**src/rtl/rng_share_arb_pkg.sv**
```systemverilog
// Shared types and helpers for the RNG share arbiter.
//   state_e : arbiter FSM states (2-bit encoding)
//   rr_pick : round-robin winner search over up to MAX_REQ request lines
package rng_share_arb_pkg;

  localparam int MAX_REQ = 8;

  typedef enum logic [1:0] {
    ST_FILL  = 2'd0,
    ST_READY = 2'd1,
    ST_GRANT = 2'd2
  } state_e;

  // Returns the index of the first set bit of req at or after ptr, wrapping
  // modulo n. Returns 0 when no bit is set (callers qualify with |req).
  function automatic logic [2:0] rr_pick(input logic [MAX_REQ-1:0] req,
                                         input logic [2:0]         ptr,
                                         input int                 n);
    logic [2:0] win;
    int         j;
    win = '0;
    // Walk from the far end so the nearest hit overwrites the others.
    for (int k = MAX_REQ - 1; k >= 0; k--) begin
      if (k < n) begin
        j = (int'(ptr) + k) % n;
        if (req[j]) win = 3'(j);
      end
    end
    return win;
  endfunction

endpackage

```
**src/rtl/rr_priority_picker.sv**
```systemverilog
// Combinational round-robin picker.
//   req_i    : request vector (already gated by the caller)
//   ptr_i    : round-robin start index
//   winner_o : index of first set request at or after ptr_i (wrapping)
//   any_o    : at least one request set
// Rotates req so ptr_i lands on bit 0, priority-encodes, then un-rotates.
module rr_priority_picker
  import rng_share_arb_pkg::*;
#(
  parameter int NUM_REQ = 4,
  parameter int PW      = $clog2(NUM_REQ)
) (
  input  logic [NUM_REQ-1:0] req_i,
  input  logic [PW-1:0]      ptr_i,
  output logic [PW-1:0]      winner_o,
  output logic               any_o
);

  logic [MAX_REQ-1:0] rot;
  logic [2:0]         off;
  int                 sum;

  always_comb begin
    rot = '0;
    for (int i = 0; i < NUM_REQ; i++) begin
      int idx;
      idx = int'(ptr_i) + i;
      if (idx >= NUM_REQ) idx = idx - NUM_REQ;
      rot[i] = req_i[idx];
    end
    // After rotation the search always starts at bit 0.
    off = rr_pick(rot, 3'd0, NUM_REQ);
    sum = int'(ptr_i) + int'(off);
    if (sum >= NUM_REQ) sum = sum - NUM_REQ;
    winner_o = PW'(sum);
    any_o    = |req_i;
  end

endmodule

```
**src/rtl/rng_share_arbiter.sv**
```systemverilog
// Round-robin arbiter sharing one LFSR random source among NUM_REQ requesters.
// Between grants the LFSR is advanced FRESH_CYCLES times so every granted word
// is fresh.
//   clk, rst   : clock, asynchronous active-high reset
//   ena        : design enable; low freezes state, counter and pointer
//   req        : level requests, held until gnt seen
//   rnd_in     : current LFSR output
//   lfsr_en    : LFSR advance enable (combinational, FILL && ena)
//   gnt        : one-hot grant, single-cycle pulse
//   rnd_out    : last granted random word
//   rnd_valid  : high together with gnt
//   ready      : fresh word available (READY state)
//   grant_cnt  : grant counter, present only with RNG_SHARE_ARB_STATS_EN
// Optional feature macro: RNG_SHARE_ARB_STATS_EN.
module rng_share_arbiter
  import rng_share_arb_pkg::*;
#(
  parameter int NUM_REQ      = 4,
  parameter int WIDTH        = 16,
  parameter int FRESH_CYCLES = 16
) (
  input  logic               clk,
  input  logic               rst,
  input  logic               ena,
  input  logic [NUM_REQ-1:0] req,
  input  logic [WIDTH-1:0]   rnd_in,
  output logic               lfsr_en,
  output logic [NUM_REQ-1:0] gnt,
  output logic [WIDTH-1:0]   rnd_out,
  output logic               rnd_valid,
`ifdef RNG_SHARE_ARB_STATS_EN
  output logic [15:0]        grant_cnt,
`endif
  output logic               ready
);

  localparam int PW = $clog2(NUM_REQ);
  localparam int CW = $clog2(FRESH_CYCLES + 1);
  localparam logic [CW-1:0] FILL_LAST = CW'(FRESH_CYCLES - 1);

  state_e             state_q, state_d;
  logic [CW-1:0]      cnt_q, cnt_d;
  logic [PW-1:0]      ptr_q, ptr_d;
  logic [NUM_REQ-1:0] gnt_q, gnt_d;
  logic [WIDTH-1:0]   rnd_q, rnd_d;
  logic               vld_q, vld_d;

  logic [NUM_REQ-1:0] req_gated;
  logic [PW-1:0]      win;
  logic               any;

  // Requests are only looked at in READY, so an X on an idle line elsewhere
  // never reaches the picker.
  assign req_gated = (state_q == ST_READY) ? req : '0;

  rr_priority_picker #(.NUM_REQ(NUM_REQ), .PW(PW)) u_pick (
    .req_i    (req_gated),
    .ptr_i    (ptr_q),
    .winner_o (win),
    .any_o    (any)
  );

  always_comb begin
    state_d = state_q;
    cnt_d   = cnt_q;
    ptr_d   = ptr_q;
    gnt_d   = '0;
    rnd_d   = rnd_q;
    vld_d   = 1'b0;
    lfsr_en = 1'b0;
    ready   = 1'b0;
    case (state_q)
      ST_FILL: begin
        if (ena) begin
          lfsr_en = 1'b1;
          cnt_d   = cnt_q + CW'(1);
          if (cnt_q == FILL_LAST) state_d = ST_READY;
        end
      end
      ST_READY: begin
        ready = 1'b1;
        if (ena && any) begin
          gnt_d[win] = 1'b1;
          rnd_d      = rnd_in;
          vld_d      = 1'b1;
          ptr_d      = (win == PW'(NUM_REQ - 1)) ? '0 : win + PW'(1);
          state_d    = ST_GRANT;
        end
      end
      ST_GRANT: begin
        // A registered grant always completes, even with ena low.
        cnt_d   = '0;
        state_d = ST_FILL;
      end
      default: state_d = ST_FILL;
    endcase
  end

  always_ff @(posedge clk or posedge rst) begin
    if (rst) begin
      state_q <= ST_FILL;
      cnt_q   <= '0;
      ptr_q   <= '0;
      gnt_q   <= '0;
      rnd_q   <= '0;
      vld_q   <= 1'b0;
    end else begin
      state_q <= state_d;
      cnt_q   <= cnt_d;
      ptr_q   <= ptr_d;
      gnt_q   <= gnt_d;
      rnd_q   <= rnd_d;
      vld_q   <= vld_d;
    end
  end

  assign gnt       = gnt_q;
  assign rnd_out   = rnd_q;
  assign rnd_valid = vld_q;

`ifdef RNG_SHARE_ARB_STATS_EN
  logic [15:0] gcnt_q;
  always_ff @(posedge clk or posedge rst) begin
    if (rst)                    gcnt_q <= '0;
    else if (state_q == ST_GRANT) gcnt_q <= gcnt_q + 16'd1;
  end
  assign grant_cnt = gcnt_q;
`endif

endmodule
```
**config.mk**
```make
export PLATFORM = sky130hd
export DESIGN_NAME = rng_share_arbiter
export DESIGN_NICKNAME = d
export VERILOG_FILES = /design/src/rtl/rng_share_arb_pkg.sv /design/src/rtl/rr_priority_picker.sv /design/src/rtl/rng_share_arbiter.sv
export SDC_FILE = /design/constraint.sdc
export NUM_CORES = 1
export LEC_CHECK = 0
export ABC_AREA = 0
export CAP_MARGIN = 20
export CORE_UTILIZATION = 46
export CTS_CLUSTER_DIAMETER = 60
export CTS_CLUSTER_SIZE = 16
export DETAILED_ROUTE_END_ITERATION = 7
export MAX_ROUTING_LAYER = met4
export PLACE_DENSITY = 0.79
export SLEW_MARGIN = 15
export SYNTH_ARGS = -nofsm -noshare
export SYNTH_HDL_FRONTEND = slang
export SYNTH_SLANG_ARGS = --single-unit
```
**constraint.sdc**
```tcl
create_clock -name clk -period 3.27 [get_ports clk]
set_input_delay 0.4905 -clock clk [delete_from_list [all_inputs] [get_ports clk]]
set_output_delay 0.4905 -clock clk [all_outputs]
set_load 0.03 [all_outputs]
```
Word level (Yosys, flattened, before mapping)
Cells that the tools add are included.
{"block": "op_classes", "n_mux": 38, "n_reduce_logical": 8, "order_cmp": 11, "n_eq_ne": 7, "addsub": 11}
{"cell": "$lt A32 B4 Y1 const B", "n": 4}
{"cell": "$mux W32", "n": 4}
{"cell": "$ge A32 B4 Y1 const B", "n": 3}
{"cell": "$sub A32 B4 Y32 const B", "n": 3}
{"cell": "$mux W2", "n": 9}
{"cell": "$mux W1", "n": 14}
{"cell": "$mux W4", "n": 3}
{"cell": "$pmux W5 S2", "n": 1}
{"cell": "$bmux W1 S2", "n": 4}
{"cell": "$add A2 B2 Y3 const B", "n": 2}
{"cell": "$add A5 B1 Y5 const B", "n": 1}
{"cell": "$eq A5 B4 Y1 const B", "n": 1}
{"cell": "$mux W5", "n": 1}
{"cell": "$eq A2 B2 Y1 const B", "n": 2}
{"cell": "$ne A2 B2 Y1 const B", "n": 2}
{"cell": "$pmux W2 S2", "n": 1}
{"cell": "$reduce_and A2 Y1", "n": 2}
{"cell": "$reduce_or A4 Y1", "n": 1}
{"cell": "$sub A2 B3 Y4 const B", "n": 1}
{"cell": "$add A2 B1 Y3 const B", "n": 1}
{"cell": "$add A2 B2 Y3", "n": 1}
{"cell": "$ge A2 B3 Y1 const B", "n": 1}
{"cell": "$ge A3 B3 Y1 const B", "n": 1}
{"cell": "$lt A2 B3 Y1 const B", "n": 1}
{"cell": "other kinds (10)", "n": 11}
{"block": "word_totals", "output_inout_bits": 23, "ff_bits": 30, "elab_cells": 81, "input_bits": 23}

Logic depth before layout (Yosys ltp)
{"block": "depth", "word_depth": 19, "ltp_mapped": 12, "ltp_nobuf": 11}

Modules after synthesis
From an unflattened synthesis, not the netlist that was laid out.
{"block": "hier_totals", "cells_unflattened": 123, "area_unflattened_um2": 1519.0}
{"mod": "rng_share_arbiter", "seq_area_each_um2": 750.7, "cells_each": 98, "instances": 1, "area_per_inst_um2": 1352.5}
{"mod": "rr_priority_picker", "seq_area_each_um2": 0.0, "cells_each": 25, "instances": 1, "area_per_inst_um2": 166.4}

Least setup slack after synthesis
Ideal clock, no wire load.
{"block": "synth_path", "kind": "input to register", "startpoint": "in req[0]", "endpoint": "reg ptr_q[1]", "t_required_ps": 3145, "n_path_buf": 1, "setup_slack_ps": 571, "stages": 10, "t_arrival_ps": 2573, "setup_time_ps": 125, "path_cell_list": "buf_2 > or2_2 > a211oi_2 > a22oi_1 > o211ai_1 > ha_1 > xor2_1 > xnor2_1 > ha_1 > mux2_4"}
{"block": "synth_between", "elab_chain_cells": 13, "elab_cells_between_ends": 27, "cone_classes": "add/sub (3); order compare (1); eq/ne (1); mux (19); reduce/logical (3)"}
{"item": "start: declaration", "line_no": "rng_share_arbiter.sv:25", "source": "input logic [NUM_REQ-1:0] req,"}
{"item": "$mux W4 (*)", "line_no": "rng_share_arbiter.sv:54", "source": "assign req_gated = (state_q == ST_READY) ? req : '0;"}
{"item": "$bmux W1 S2", "line_no": "rr_priority_picker.sv:29", "source": "rot[i] = req_i[idx];"}
{"item": "$mux W1 (implied by the code) (2 in a row)", "line_no": "rr_priority_picker.sv:29"}
{"item": "$mux W2 (4 in a row)", "line_no": "rng_share_arb_pkg.sv:26", "source": "if (req[j]) win = 3'(j);"}
{"item": "$add A2 B2 Y3", "line_no": "rr_priority_picker.sv:33", "source": "sum = int'(ptr_i) + int'(off);"}
{"item": "$ge A3 B3 Y1 or $sub A2 B1 Y2 (tied branches)", "line_no": "rr_priority_picker.sv:34", "source": "if (sum >= NUM_REQ) sum = sum - NUM_REQ;"}
{"item": "$mux W2", "line_no": "rr_priority_picker.sv:34"}
{"item": "$add A2 B1 Y2 or $eq A2 B2 Y1 (tied branches)", "line_no": "rng_share_arbiter.sv:86", "source": "ptr_d = (win == PW'(NUM_REQ - 1)) ? '0 : win + PW'(1);"}
{"item": "$mux W2", "line_no": "rng_share_arbiter.sv:86"}
{"item": "end signal: assignment", "line_no": "rng_share_arbiter.sv:110", "source": "ptr_q <= ptr_d;"}
{"item": "end: declaration", "line_no": "rng_share_arbiter.sv:43", "source": "logic [PW-1:0] ptr_q, ptr_d;"}
Mark *: on every way between the ends. The rest lies on a longest branch, timed or not. The select of a mux whose other input is x is not followed.
A chain may end at the register's enable or synchronous reset.

Worst setup path after layout
Ends and elaborated chain as after synthesis.

==> qor.yml <==
run_status:
  status: "finished, final reports clean"
detailed_routing:
  met1_length_um: 1201
  wl_met3_um: 212
  ant_nets: 0
  highest_layer: "met4"
  drt-wirelength-per-cell_um: 13.68
  drt_pre_antenna_iters: 4
  first_iter_violations: 27
  drc: 0
  vias: 1129
  met2_length_um: 1551
  vias_per_cell: 5.155
  wl_um: 2997
pwr:
  p_leak_nw: 0.9223
  power_density_nw_per_um2: 828.0
  ir_drop_uv: 355.5
setup_path:
  crit_fanout: 3
  crit_path_top_delay_cell: "clkdlybuf4s50_1"
  crit_arrival_ps: 2980
  critPathCaptureType: "flip-flop"
  critPathMaxStageDelay_ps: 440
  required_ps: 3490
  path_cells: "clkdlybuf4s50_1 -> or2_2 -> a211oi_2 -> a22oi_1 -> o211ai_1 -> ha_1 -> xor2_1 -> xnor2_1 -> ha_1 -> mux2_4"
  critPathLaunch: "req[0]"
  r2r-start: "ptr_q[0]"
  crit_type: "input pin to flip-flop"
  cpMostUsedCell: "ha_1"
  start_kind: "input pin"
synth:
  yosysWarnings: 0
  syn_nets: 150
  netlist_instances: 122
  async_reset_ff_share_pct: 100.0
  synth_flop_cell: "dfrtp_1"
  yosysSeqAreaShare_pct: 50.29
  yosysUniqueCellTypes: 36
  synth.cell_area_um2: 1493
  synth_edf_count: 0
  avgSynthCellArea_um2: 12.24
  synth-seq-cells: 30
min_path:
  min_from: "cnt_q[4]"
  hold_path.class: "flip-flop to flip-flop"
final_layout:
  finalNetCount: 202
  insertedDiodeCount: 0
  drive_gt1_share_pct: 17.71
  fillers: 255
  area_growth_pct: 36.88
floorplan:
  start_util_pct: 48.50
  core-area_um2: 3078
  die-area_um2: 3477
  fp.dieW_um: 58.97
  die_h_um: 58.97
  pin_count: 46
  num_rows: 20
clock_network:
  clockBufferDepth: 2
  cts.clk_slew.worst_paths_ps: 90
  cts_hold_buffers: 0
  htree_num_levels: 2
  clk_latency_ps: 330
  post-cts-setup-buffer-count: 0
  clock_sinks: 30
  cts_root_buf: "clkbuf_4"
  cts-buffers-inserted: 5
  cts_resized: 0
  cts_tree: "yes"
placement:
  io_buffers: 45
  gp_congestion: 0.7856
  hpwl_um: 2235
sta:
  fmax_ghz: 0.3614
  period_minus_slack_ps: 2767
  setup_viol: 0
  worstMarginPinSlew_ps: 579.1
  clock_skew_ps: 9.437
  rsz0062_at_grt: "no"
  hold_viol_final: 0
  timing.hold.ws_ps: 486.1
  maxSlewViolCount: 0
  layout_worst_path_cycle_share_pct: 84.62
  slew_headroom_pct: 61.39
  finalSetupTns_ps: 0
grt:
  grt_pass1_vias: 1132
  grt_pass1_wl_um: 5223
  grt_max_degree: 31
  grt.overflow.total: 0
  antenna_found_initial: 0
  track_usage_pct: 21.30
flow_run:
  max_cap_viol_count: 0
layout by cell type (no fill, tap or decap), types with 3 or more instances in the layout:
cell,synthesis,layout
buf_4,0,5
mux2_2,6,6
nand2_1,7,7
inv_1,8,8
mux2_4,11,11
mux2i_1,3,3
dfrtp_1,30,30
nand3_1,4,4
clkdlybuf4s50_1,0,45
clkbuf_4,0,5
nor2_1,4,4
ha_1,5,5
o21ai_0,9,9
through the flow:
| step | cells | setup slack (ps) | util, % | area [um2] | total power, mW |
|---|---|---|---|---|---|
| 2_1_floorplan | 122 | 571.4 | - | 1493 | 1.156 |
| 3_3_place_gp | 211 | 298.1 | 64.43 | 1983 | 1.443 |
| 3_5_place_dp | 211 | 199.3 | 64.43 | 1983 | 1.474 |
| 4_1_cts | 219 | 528.9 | 66.38 | 2043 | 1.712 |
| 5_1_grt | 219 | 378.2 | 66.38 | 2043 | 1.810 |
| 6_report | 219 | 503.1 | 66.38 | 2043 | 1.692 |
logic make-up after synthesis:
kind of cell    count (synthesis)  synth area share (%)
compound gates                 25                 11.74
xor+xnor                        2                 1.174
simple gates                   27                 9.473
flops                          30                 50.29
buf+inv                        13                 5.532
fa+ha+maj                       5                 4.191
mux                            20                 17.60
layout make-up:
class,count,area (um2),area share (%)
flip-flops and latches,30,750.7,36.74
clock buffers,7,55.05,2.694
well taps,44,55.05,2.694
repair buffers,50,488.0,23.88
multi-input cells,79,659.4,32.27
clock inverters,1,5.005,0.2449
inverters,8,30.03,1.470
state kept, by name, summed over array words and instances (netlist names):
| register | cells |
|---|---|
| cnt_q | 5 |
| ptr_q | 2 |
| rnd_valid | 1 |
| state_q | 2 |
| gnt | 4 |
| rnd_out | 16 |
metal layers:
metal  global-route usage, %  vias up
met5                       -        -
met4                   7.143        0
met3                   7.033        5
met2                   37.18       41
met1                   22.56      542
li1                        -      541
critical path: cells and delay by family:
kind | cells | cell delay, ps
compound gates | 3 | 620
fa+ha+maj | 2 | 450
buf+inv | 1 | 440
xor+xnor | 2 | 400
simple gates | 1 | 310
mux | 1 | 270
final timing paths:
| check | end | slack, ps | cells past startpoint |
|---|---|---|---|
| max | ptr_q[1] | 500 | 10 |
| min | cnt_q[4] | 490 | 2 |
| max reg2reg | ptr_q[1] | 580 | 9 |
| min reg2reg | cnt_q[4] | 490 | 2 |
| max in group asynchronous | rnd_out[8] | 2460 | 3 |
| min in group asynchronous | rnd_out[5] | 530 | 3 |
power by group:
group | total (mW) | internal [mW] | switching [mW]
combinational | 0.847 | 0.421 | 0.426
clock | 0.226 | 0.104 | 0.122
sequential | 0.619 | 0.516 | 0.103
total | 1.69 | 1.04 | 0.651
synth_stat cells (2+ instances only):
| master | number | share of area, % |
|---|---|---|
| mux2_2 | 6 | 4.5 |
| and3_1 | 2 | 0.84 |
| mux2_4 | 11 | 11 |
| buf_2 | 2 | 0.67 |
| nand3b_1 | 2 | 1.0 |
| nand2_1 | 7 | 1.8 |
| o211ai_1 | 2 | 1.0 |
| ha_1 | 5 | 4.2 |
| o311a_1 | 2 | 1.3 |
| a21oi_1 | 2 | 0.67 |
| inv_1 | 8 | 2.0 |
| dfrtp_1 | 30 | 50 |
| nand2b_1 | 2 | 0.84 |
| nor2_1 | 4 | 1.0 |
| o21ai_0 | 9 | 3.0 |
| buf_6 | 2 | 1.5 |
| mux2i_1 | 3 | 2.0 |
| o21bai_1 | 2 | 1.0 |
| nand3_1 | 4 | 1.3 |
Power figures use the tool's default switching activity.
